===== config.mk =====
export PLATFORM = sky130hd
export DESIGN_NAME = instr_fetch_buffer_flat
export DESIGN_NICKNAME = d
export VERILOG_FILES = /design/src/rtl/instr_fetch_buffer_if.sv /design/src/rtl/instr_fetch_buffer.sv /design/src/flat_wrapper.sv
export SDC_FILE = /design/constraint.sdc
export NUM_CORES = 1
export LEC_CHECK = 0
export CORE_MARGIN = 3
export CORE_UTILIZATION = 35
export CTS_BUF_LIST = sky130_fd_sc_hd__clkbuf_8 sky130_fd_sc_hd__clkbuf_16
export DETAILED_ROUTE_END_ITERATION = 10
export HOLD_SLACK_MARGIN = 0.15
export PLACE_DENSITY_LB_ADDON = 0.1
export REMOVE_ABC_BUFFERS = 1
export SKIP_CTS_REPAIR_TIMING = 1
export SLEW_MARGIN = 10
export SYNTH_ARGS = -nofsm -noshare
export SYNTH_HDL_FRONTEND = slang
export SYNTH_SLANG_ARGS = --single-unit

===== constraint.sdc =====
create_clock -name i_clock -period 18.3 [get_ports i_clock]
set_clock_uncertainty 0.05 [all_clocks]
set_input_delay 5.49 -clock i_clock [delete_from_list [all_inputs] [get_ports i_clock]]
set_output_delay 5.49 -clock i_clock [all_outputs]
set_load 0.01 [all_outputs]

===== src/rtl/instr_fetch_buffer_if.sv =====
`default_nettype none
// ============================================================================
//  Module   : instr_fetch_buffer_if
//  Purpose  : Bundles the instruction-memory port, the decode handshake and
//             the redirect request of the fetch front end into one interface.
//  Revision : 1.0 - initial release
// ----------------------------------------------------------------------------
//  Signals (directions as seen by the fetch buffer, i.e. the master modport)
//    o_imemAddr    out 32   fetch word address, always word-aligned
//    o_imemReq     out 1    fetch request; data returns the following cycle
//    i_imemData    in  32   instruction word for last cycle's request
//    o_instr       out 32   head-of-FIFO instruction
//    o_instrPC     out 32   PC of o_instr
//    o_instrValid  out 1    FIFO non-empty
//    i_instrReady  in  1    decoder accepts the head entry
//    i_redirect    in  1    flush everything and restart fetch
//    i_redirectPC  in  32   restart address (low two bits ignored)
//    o_count       out CW   current FIFO occupancy
//  Modports
//    master : the fetch buffer
//    slave  : the memory / decoder / redirect side
// ============================================================================
interface instr_fetch_buffer_if #(
  parameter int DEPTH = 4
) ();

  localparam int CW = $clog2(DEPTH) + 1;

  logic [31:0]   o_imemAddr;
  logic          o_imemReq;
  logic [31:0]   i_imemData;
  logic [31:0]   o_instr;
  logic [31:0]   o_instrPC;
  logic          o_instrValid;
  logic          i_instrReady;
  logic          i_redirect;
  logic [31:0]   i_redirectPC;
  logic [CW-1:0] o_count;

  modport master (
    output o_imemAddr,
    output o_imemReq,
    input  i_imemData,
    output o_instr,
    output o_instrPC,
    output o_instrValid,
    input  i_instrReady,
    input  i_redirect,
    input  i_redirectPC,
    output o_count
  );

  modport slave (
    input  o_imemAddr,
    input  o_imemReq,
    output i_imemData,
    input  o_instr,
    input  o_instrPC,
    input  o_instrValid,
    output i_instrReady,
    output i_redirect,
    output i_redirectPC,
    input  o_count
  );

endinterface
`default_nettype wire


===== src/rtl/instr_fetch_buffer.sv =====
`default_nettype none
// ============================================================================
//  Module   : instr_fetch_buffer
//  Purpose  : Instruction fetch front end. Owns the fetch PC, issues
//             sequential word fetches to a 1-cycle-latency synchronous
//             instruction memory, buffers returned {instr, pc} pairs in a
//             DEPTH-entry FIFO and hands them to decode over valid/ready.
//             A redirect flushes the FIFO and any in-flight fetch and
//             restarts fetch at the new PC.
//  Revision : 1.0 - initial release
// ----------------------------------------------------------------------------
//  Parameters
//    DEPTH     FIFO entries (power of two, >= 2; >= 4 for full throughput)
//    RESET_PC  first fetch address after reset (word aligned)
//  Ports
//    i_clock   in  1   clock, rising edge
//    i_reset   in  1   asynchronous active-high reset
//    bus       master modport of instr_fetch_buffer_if (memory port,
//              decode handshake, redirect, occupancy)
// ============================================================================
module instr_fetch_buffer #(
  parameter int          DEPTH    = 4,
  parameter logic [31:0] RESET_PC = 32'h0000_0000
) (
  input  logic                  i_clock,
  input  logic                  i_reset,
  instr_fetch_buffer_if.master  bus
);

  localparam int            AW      = $clog2(DEPTH);
  localparam int            CW      = AW + 1;
  // Occupancy sum (count + inflight) needs one extra bit to hold DEPTH+1.
  localparam logic [CW:0]   DEPTH_W = (CW + 1)'(DEPTH);

  // --------------------------------------------------------------------------
  // State
  // --------------------------------------------------------------------------
  logic [31:0]   fetch_pc_q,    fetch_pc_d;
  logic          inflight_q,    inflight_d;
  logic [31:0]   inflight_pc_q, inflight_pc_d;
  logic [AW-1:0] rd_ptr_q,      rd_ptr_d;
  logic [AW-1:0] wr_ptr_q,      wr_ptr_d;
  logic [CW-1:0] count_q,       count_d;

  logic [31:0]   fifo_instr_q [DEPTH];
  logic [31:0]   fifo_pc_q    [DEPTH];

  // --------------------------------------------------------------------------
  // Control decode
  // --------------------------------------------------------------------------
  logic [CW:0] occupancy;
  logic        req;
  logic        push;
  logic        pop;
  logic        valid;

  // A fetch reserves a FIFO slot at issue time, so the in-flight word is
  // counted against capacity. Only registered state is used: a pop in the
  // same cycle does not free a slot until the next cycle.
  assign occupancy = {1'b0, count_q} + {{CW{1'b0}}, inflight_q};
  assign req       = !i_reset && !bus.i_redirect && (occupancy < DEPTH_W);

  assign valid     = (count_q != '0);
  // Flush wins over both the returning word and a decode handshake.
  assign push      = inflight_q && !bus.i_redirect;
  assign pop       = valid && bus.i_instrReady && !bus.i_redirect;

  // The low address bits of the redirect target are deliberately dropped.
  logic unused_redirect_lsbs;
  assign unused_redirect_lsbs = &{1'b0, bus.i_redirectPC[1:0]};

  // --------------------------------------------------------------------------
  // Next-state logic
  // --------------------------------------------------------------------------
  always_comb begin
    fetch_pc_d    = fetch_pc_q;
    inflight_d    = req;
    inflight_pc_d = inflight_pc_q;
    rd_ptr_d      = rd_ptr_q;
    wr_ptr_d      = wr_ptr_q;
    count_d       = count_q;

    if (req) begin
      // 32-bit add wraps naturally from FFFF_FFFC to 0000_0000.
      fetch_pc_d    = fetch_pc_q + 32'd4;
      inflight_pc_d = fetch_pc_q;
    end

    if (bus.i_redirect) begin
      fetch_pc_d = {bus.i_redirectPC[31:2], 2'b00};
      rd_ptr_d   = '0;
      wr_ptr_d   = '0;
      count_d    = '0;
    end else begin
      if (push) begin
        wr_ptr_d = wr_ptr_q + AW'(1);
      end
      if (pop) begin
        rd_ptr_d = rd_ptr_q + AW'(1);
      end
      count_d = count_q + CW'(push) - CW'(pop);
    end
  end

  // --------------------------------------------------------------------------
  // Control registers
  // --------------------------------------------------------------------------
  always_ff @(posedge i_clock or posedge i_reset) begin
    if (i_reset) begin
      fetch_pc_q    <= RESET_PC;
      inflight_q    <= 1'b0;
      inflight_pc_q <= '0;
      rd_ptr_q      <= '0;
      wr_ptr_q      <= '0;
      count_q       <= '0;
    end else begin
      fetch_pc_q    <= fetch_pc_d;
      inflight_q    <= inflight_d;
      inflight_pc_q <= inflight_pc_d;
      rd_ptr_q      <= rd_ptr_d;
      wr_ptr_q      <= wr_ptr_d;
      count_q       <= count_d;
    end
  end

  // --------------------------------------------------------------------------
  // FIFO storage. Entries are cleared on reset so the outputs read zero
  // while empty after reset.
  // --------------------------------------------------------------------------
  always_ff @(posedge i_clock or posedge i_reset) begin
    if (i_reset) begin
      for (int i = 0; i < DEPTH; i++) begin
        fifo_instr_q[i] <= '0;
        fifo_pc_q[i]    <= '0;
      end
    end else if (push) begin
      fifo_instr_q[wr_ptr_q] <= bus.i_imemData;
      fifo_pc_q[wr_ptr_q]    <= inflight_pc_q;
    end
  end

  // --------------------------------------------------------------------------
  // Outputs
  // --------------------------------------------------------------------------
  assign bus.o_imemAddr   = fetch_pc_q;
  assign bus.o_imemReq    = req;
  assign bus.o_instr      = fifo_instr_q[rd_ptr_q];
  assign bus.o_instrPC    = fifo_pc_q[rd_ptr_q];
  assign bus.o_instrValid = valid;
  assign bus.o_count      = count_q;

endmodule
`default_nettype wire


===== src/flat_wrapper.sv =====
// flat-port wrapper written by rule: the top's interface ports become plain ports
module instr_fetch_buffer_flat 
#(
  parameter int          DEPTH    = 4,
  parameter logic [31:0] RESET_PC = 32'h0000_0000
)
  (i_clock, i_reset, bus_o_imemAddr, bus_o_imemReq, bus_i_imemData, bus_o_instr, bus_o_instrPC, bus_o_instrValid, bus_i_instrReady, bus_i_redirect, bus_i_redirectPC, bus_o_count);
  instr_fetch_buffer_if #(.DEPTH(DEPTH)) bus_i ();
  input  logic i_clock;
  input  logic i_reset;
  output wire logic [$bits(bus_i.o_imemAddr)-1:0] bus_o_imemAddr;
  output wire logic [$bits(bus_i.o_imemReq)-1:0] bus_o_imemReq;
  input wire logic [$bits(bus_i.i_imemData)-1:0] bus_i_imemData;
  output wire logic [$bits(bus_i.o_instr)-1:0] bus_o_instr;
  output wire logic [$bits(bus_i.o_instrPC)-1:0] bus_o_instrPC;
  output wire logic [$bits(bus_i.o_instrValid)-1:0] bus_o_instrValid;
  input wire logic [$bits(bus_i.i_instrReady)-1:0] bus_i_instrReady;
  input wire logic [$bits(bus_i.i_redirect)-1:0] bus_i_redirect;
  input wire logic [$bits(bus_i.i_redirectPC)-1:0] bus_i_redirectPC;
  output wire logic [$bits(bus_i.o_count)-1:0] bus_o_count;
  assign bus_o_imemAddr = bus_i.o_imemAddr;
  assign bus_o_imemReq = bus_i.o_imemReq;
  assign bus_i.i_imemData = bus_i_imemData;
  assign bus_o_instr = bus_i.o_instr;
  assign bus_o_instrPC = bus_i.o_instrPC;
  assign bus_o_instrValid = bus_i.o_instrValid;
  assign bus_i.i_instrReady = bus_i_instrReady;
  assign bus_i.i_redirect = bus_i_redirect;
  assign bus_i.i_redirectPC = bus_i_redirectPC;
  assign bus_o_count = bus_i.o_count;
  instr_fetch_buffer #(.DEPTH(DEPTH), .RESET_PC(RESET_PC)) u_core (.i_clock(i_clock), .i_reset(i_reset), .bus(bus_i));
endmodule

# Word-level counts from Yosys, hierarchy flattened
# Index checks and enable logic that the tools add are counted.
word_totals:
  output_inout_bits: 101
  elab_cells: 55
  register_bits: 328
classes:
  n_mux: 17
  magnitude_cmp: 4
  n_addsub: 6
  bitwise_logic: 2
  reduce_logical: 12
op_table:
  columns: ["op", "n"]
  rows:
  - ["bitwise mux 128 bit", 2]
  - ["2-to-1 mux 32 bit", 7]
  - ["binary-select mux 32 bit (select 2 bit)", 2]
  - ["demux 32 bit (select 2 bit)", 1]
  - ["adder 32 x 3 -> 32 bit (second input constant)", 1]
  - ["2-to-1 mux 2 bit", 4]
  - ["greater-or-equal comparator 3 bit (second input constant)", 2]
  - ["logical AND 1 bit", 6]
  - ["inverter 2 -> 3 bit", 2]
  - ["nonzero test 2 bit", 3]
  - ["adder 2 x 1 -> 2 bit (second input constant)", 2]
  - ["adder 3 x 1 -> 4 bit", 1]
  - ["less-than comparator 4 x 3 -> 1 bit (second input constant)", 1]
  - ["adder 3 x 1 -> 3 bit", 1]
  - ["less-than comparator 3 x 1 -> 1 bit (second input constant)", 1]
  - ["2-to-1 mux 3 bit", 1]
  - ["nonzero test 3 bit", 1]
  - ["subtractor 3 x 1 -> 3 bit", 1]
  - ["logical NOT 1 bit", 2]

# Logic depth before layout (Yosys ltp)
depth:
  ltp_word: 6
  depth_mapped: 10
  mapped_depth_nobuf: 10

# Least setup slack after synthesis
# OpenSTA, ideal clock, no wires.
synth_timing:
  kind: "in2reg"
  startpoint: "in i_reset"
  endpoint: "reg u_core.fetch_pc_q[31] (netlist: u_core.bus.o_imemAddr[31])"
  arrival_time_ns: 13.135
  slack_ns: 4.983
  path_stages: 5
  setup_ns: 0.132
  path_buffers: 0
  path_cell_list: "inv_1 > nand4_1 > nor4_2 > xnor2_1 > o21ai_1"
synth_via:
  elab_chain_len: 4
synth_rtl:
  columns: ["item", "line", "text"]
  rows:
  - ["start, declared", "flat_wrapper.sv:10", "input logic i_reset;"]
  - ["logical NOT 1 bit", "instr_fetch_buffer.sv:61", "assign req = !i_reset && !bus.i_redirect && (occupancy < DEPTH_W);"]
  - ["logical AND 1 bit (2 in a row)", "instr_fetch_buffer.sv:61", null]
  - ["nonzero test 2 bit (no line)", null, null]
  - ["end signal, assigned", "instr_fetch_buffer.sv:117", "fetch_pc_q <= fetch_pc_d;"]
  - ["end, declared", "instr_fetch_buffer.sv:38", "logic [31:0] fetch_pc_q, fetch_pc_d;"]
# Every way passes these cells.
# A chain may end at the register's enable or synchronous reset.

# Worst setup path in the final report
layout_timing:
  startpoint: "in i_reset"
  endpoint: "out bus_o_imemReq"
layout_via:
  elab_chain_len: 3
layout_rtl:
  columns: ["item", "line", "text"]
  rows:
  - ["logical NOT 1 bit", "instr_fetch_buffer.sv:61", null]
  - ["logical AND 1 bit (2 in a row)", "instr_fetch_buffer.sv:61", null]
  - ["end, declared", "flat_wrapper.sv:12", "output wire logic [$bits(bus_i.o_imemReq)-1:0] bus_o_imemReq;"]
# Every way passes these cells.

==> key figures <==
Synthesis
  – Number of synthesized register bits: 316
  – Number of warnings printed during yosys synthesis: 0
  – Synth unique cells: 49
  – Post-synth ARST share: 100%
  – Avg Cell Area, Syn: 15.3 um2
  – Mapped Cells: 922
  – Post-synthesis sequential area ratio: a little under three fifths
  – Post-Syn Area: 14100 um2
  – EDFF count, synth: 0
  – Synth Flop Type: dfrtp_1

Floorplan
  – Die width: 207 um
  – Initial Util: 36.0%
  – Row cnt: 72
  – Core footprint: 39300 um2
  – # IOs: 169
  – Die area: 42800 um2
  – Die H: 207 um

Setup path
  – Crit Path Class: in2out
  – Crit start category: primary input
  – Crit path required time: 12760 ps
  – Crit path capture type: output port
  – Maximum fanout along the worst path: 32
  – Worst EP arrival: 7470 ps

STA
  – Post-layout min period: 13010 ps
  – Actual slew at the worst max-slew pin: 989 ps
  – Final slew viol count: 0
  – FMAX: about 77 MHz
  – Final setup TNS: 0 ps
  – Final setup violation count: 0
  – Hold Fails Final Rpt: 0
  – RSZ-0062 raised after global routing: no
  – Fin crit share: 71.1%
  – Max_slew headroom: 34.1%

Routing
  – Detailed Routing Iterations Pass 1: 4
  – Routed WL: 33800 um
  – Post-DRT Antenna Nets: 0
  – Via count: 8192
  – Post-route DRC: 0
  – DR vias/cell: about 5.1
  – WL/cell: approximately 21 um
  – Initial DRC Count: 310

Power and ir drop
  – Maximum vdd drop: about 0.000057 V
  – Total Power: 2.45 mW
  – Leakage: approximately 7.7 nW
  – PwrDens: around 140 nW/um2

Placement
  – Global placement routability congestion: 0.705
  – Port buffer count: approximately 160
  – HPWL after DPL: about 20000 um

Global routing
  – Gr usage total: 16.3%
  – Grt total ovfl: 0
  – Vias in the first global route: 8741
  – Global-route wire length before repair: between 50000 and 60000 um
  – Largest net degree at the start of global routing: 134
  – Initial antenna violation count: 0

Finish
  – Total inserted antenna cells: 0
  – Fillers: about 3600
  – Syn-to-layout area delta: 23.0%
  – Multi-input gate area: 5930 um2
  – Share of cells above drive strength 1: 36.4%
  – Final nets: 1156
  – Register cell area after layout: approximately 7900 um2

Clock network
  – Clk slew on worst S/H paths: 50 ps
  – CTS tree: built
  – Clock Latency Late Sink: 540 ps
  – Clock sink count: 316
  – Root Buffer: clkbuf_16
  – Clock Path Buffers: 3
  – H-tree levels: 2
  – CTS buffer count: 37

Status
  – Status: completed

Worst hold path
  – Hold Crit Class: reg2reg

Flow run
  – Max cap viols: 0
cells in the mapped netlist (9+ instances only):
master	instances	area share (%)
dfrtp_1	316	56
mux2_2	250	20
mux2_1	30	2.4
nor2_1	16	0.42
nand2_1	39	1.0
buf_4	9	0.48
mux4_2	62	9.9
buf_2	37	1.3
o21ai_1	22	0.78
xnor2_1	19	1.2
nor4_2	9	0.80
inv_1	10	0.27
nand3_1	15	0.53
xor2_1	9	0.56
sequential cells by signal (all words and copies together) (netlist names):
name                   count
u_core.inflight_pc_q      30
u_core.wr_ptr_q            2
u_core.inflight_q          1
u_core.bus.o_imemAddr     30
u_core.rd_ptr_q            2
u_core.fifo_instr_q      128
u_core.bus.o_count         3
u_core.fifo_pc_q         120
critical path, cell delays in order:
cell and delay [ps]:
clkdlybuf4s50_1 620, nor3_4 240, buf_4 470, clkdlybuf4s50_1 640
through the flow:
stage	utilization, %	area, um2	worst slack [ps]	std cells	hold slack [ps]
3_5_place_dp	41.3	16200	5250	1558	437
6_report	44.3	17400	5290	1620	448
2_1_floorplan	-	13800	3980	867	424
5_1_grt	44.3	17400	5190	1620	454
3_3_place_gp	41.3	16200	5250	1558	432
4_1_cts	44.3	17400	5260	1620	450
layout make-up:
class / instances / share of cell area, %
flip-flops and latches: 316 / 45.5
clock buffers: 45 / 6.09
well taps: 518 / 3.73
multi-input cells: 541 / 34.1
repair buffers: 173 / 9.77
inverters: 10 / 0.259
clock inverters: 17 / 0.568
cells in the final DEF, fill, tap and decap left out, types with 11 or more instances in the layout:
cell type        Yosys  layout
nand2_1             39      35
dfrtp_1            316     314
inv_1               10      21
nand3_1             15      15
o21ai_1             22      22
buf_4                9      11
xnor2_1             19      19
clkdlybuf4s50_1      0     161
mux2_1              30      30
mux4_2              62      62
clkbuf_16            0      39
mux2_2             250     250
nor2_1              16      16
worst paths after layout:
| kind | depth (start not counted) | from | slack, ps | end |
|---|---|---|---|---|
| worst max-delay path | 4 | i_reset | 5290 | bus_o_imemReq |
| worst max register to register | 4 | u_core.inflight_q | 15460 | u_core.fifo_instr_q[74] |
| max in group asynchronous | 4 | i_reset | 10490 | u_core.fifo_instr_q[47] |
| worst min register to register | 1 | u_core.fifo_pc_q[42] | 450 | u_core.fifo_pc_q[42] |
| min in group asynchronous | 2 | i_reset | 5700 | u_core.bus.o_imemAddr[30] |
| worst min-delay path | 1 | u_core.fifo_pc_q[42] | 450 | u_core.fifo_pc_q[42] |
where the power goes:
group / switching [mW] / leakage [nW] / total, mW / internal (mW)
Combinational: 0.261 / 2.97 / 0.722 / 0.461
Clock: 0.284 / 0.618 / 0.704 / 0.420
Sequential: 0.135 / 4.06 / 1.02 / 0.887
Total: 0.679 / 7.65 / 2.45 / 1.77
layer usage:
| layer | track usage [%] | part of all wire, % | up-vias |
|---|---|---|---|
| li1 | - | - | 3714 |
| met1 | 23.5 | 47 | 4260 |
| met2 | 25.2 | 46 | 163 |
| met3 | 3.10 | 4.5 | 55 |
| met4 | 4.96 | 2.3 | 0 |
| met5 | 0 | 0 | - |
cells by family after synthesis:
logic type,Yosys count,synth area share (%)
adders and majority gates,9,0.850
other,1,0.0265
xor gates and xnor gates,28,1.73
DFF,316,55.9
muxes,344,32.3
buffers and inverters,68,2.48
and+or+nand+nor,123,5.27
AOI/OAI and AO/OA,33,1.38
(Power assumes the default switching activity.)
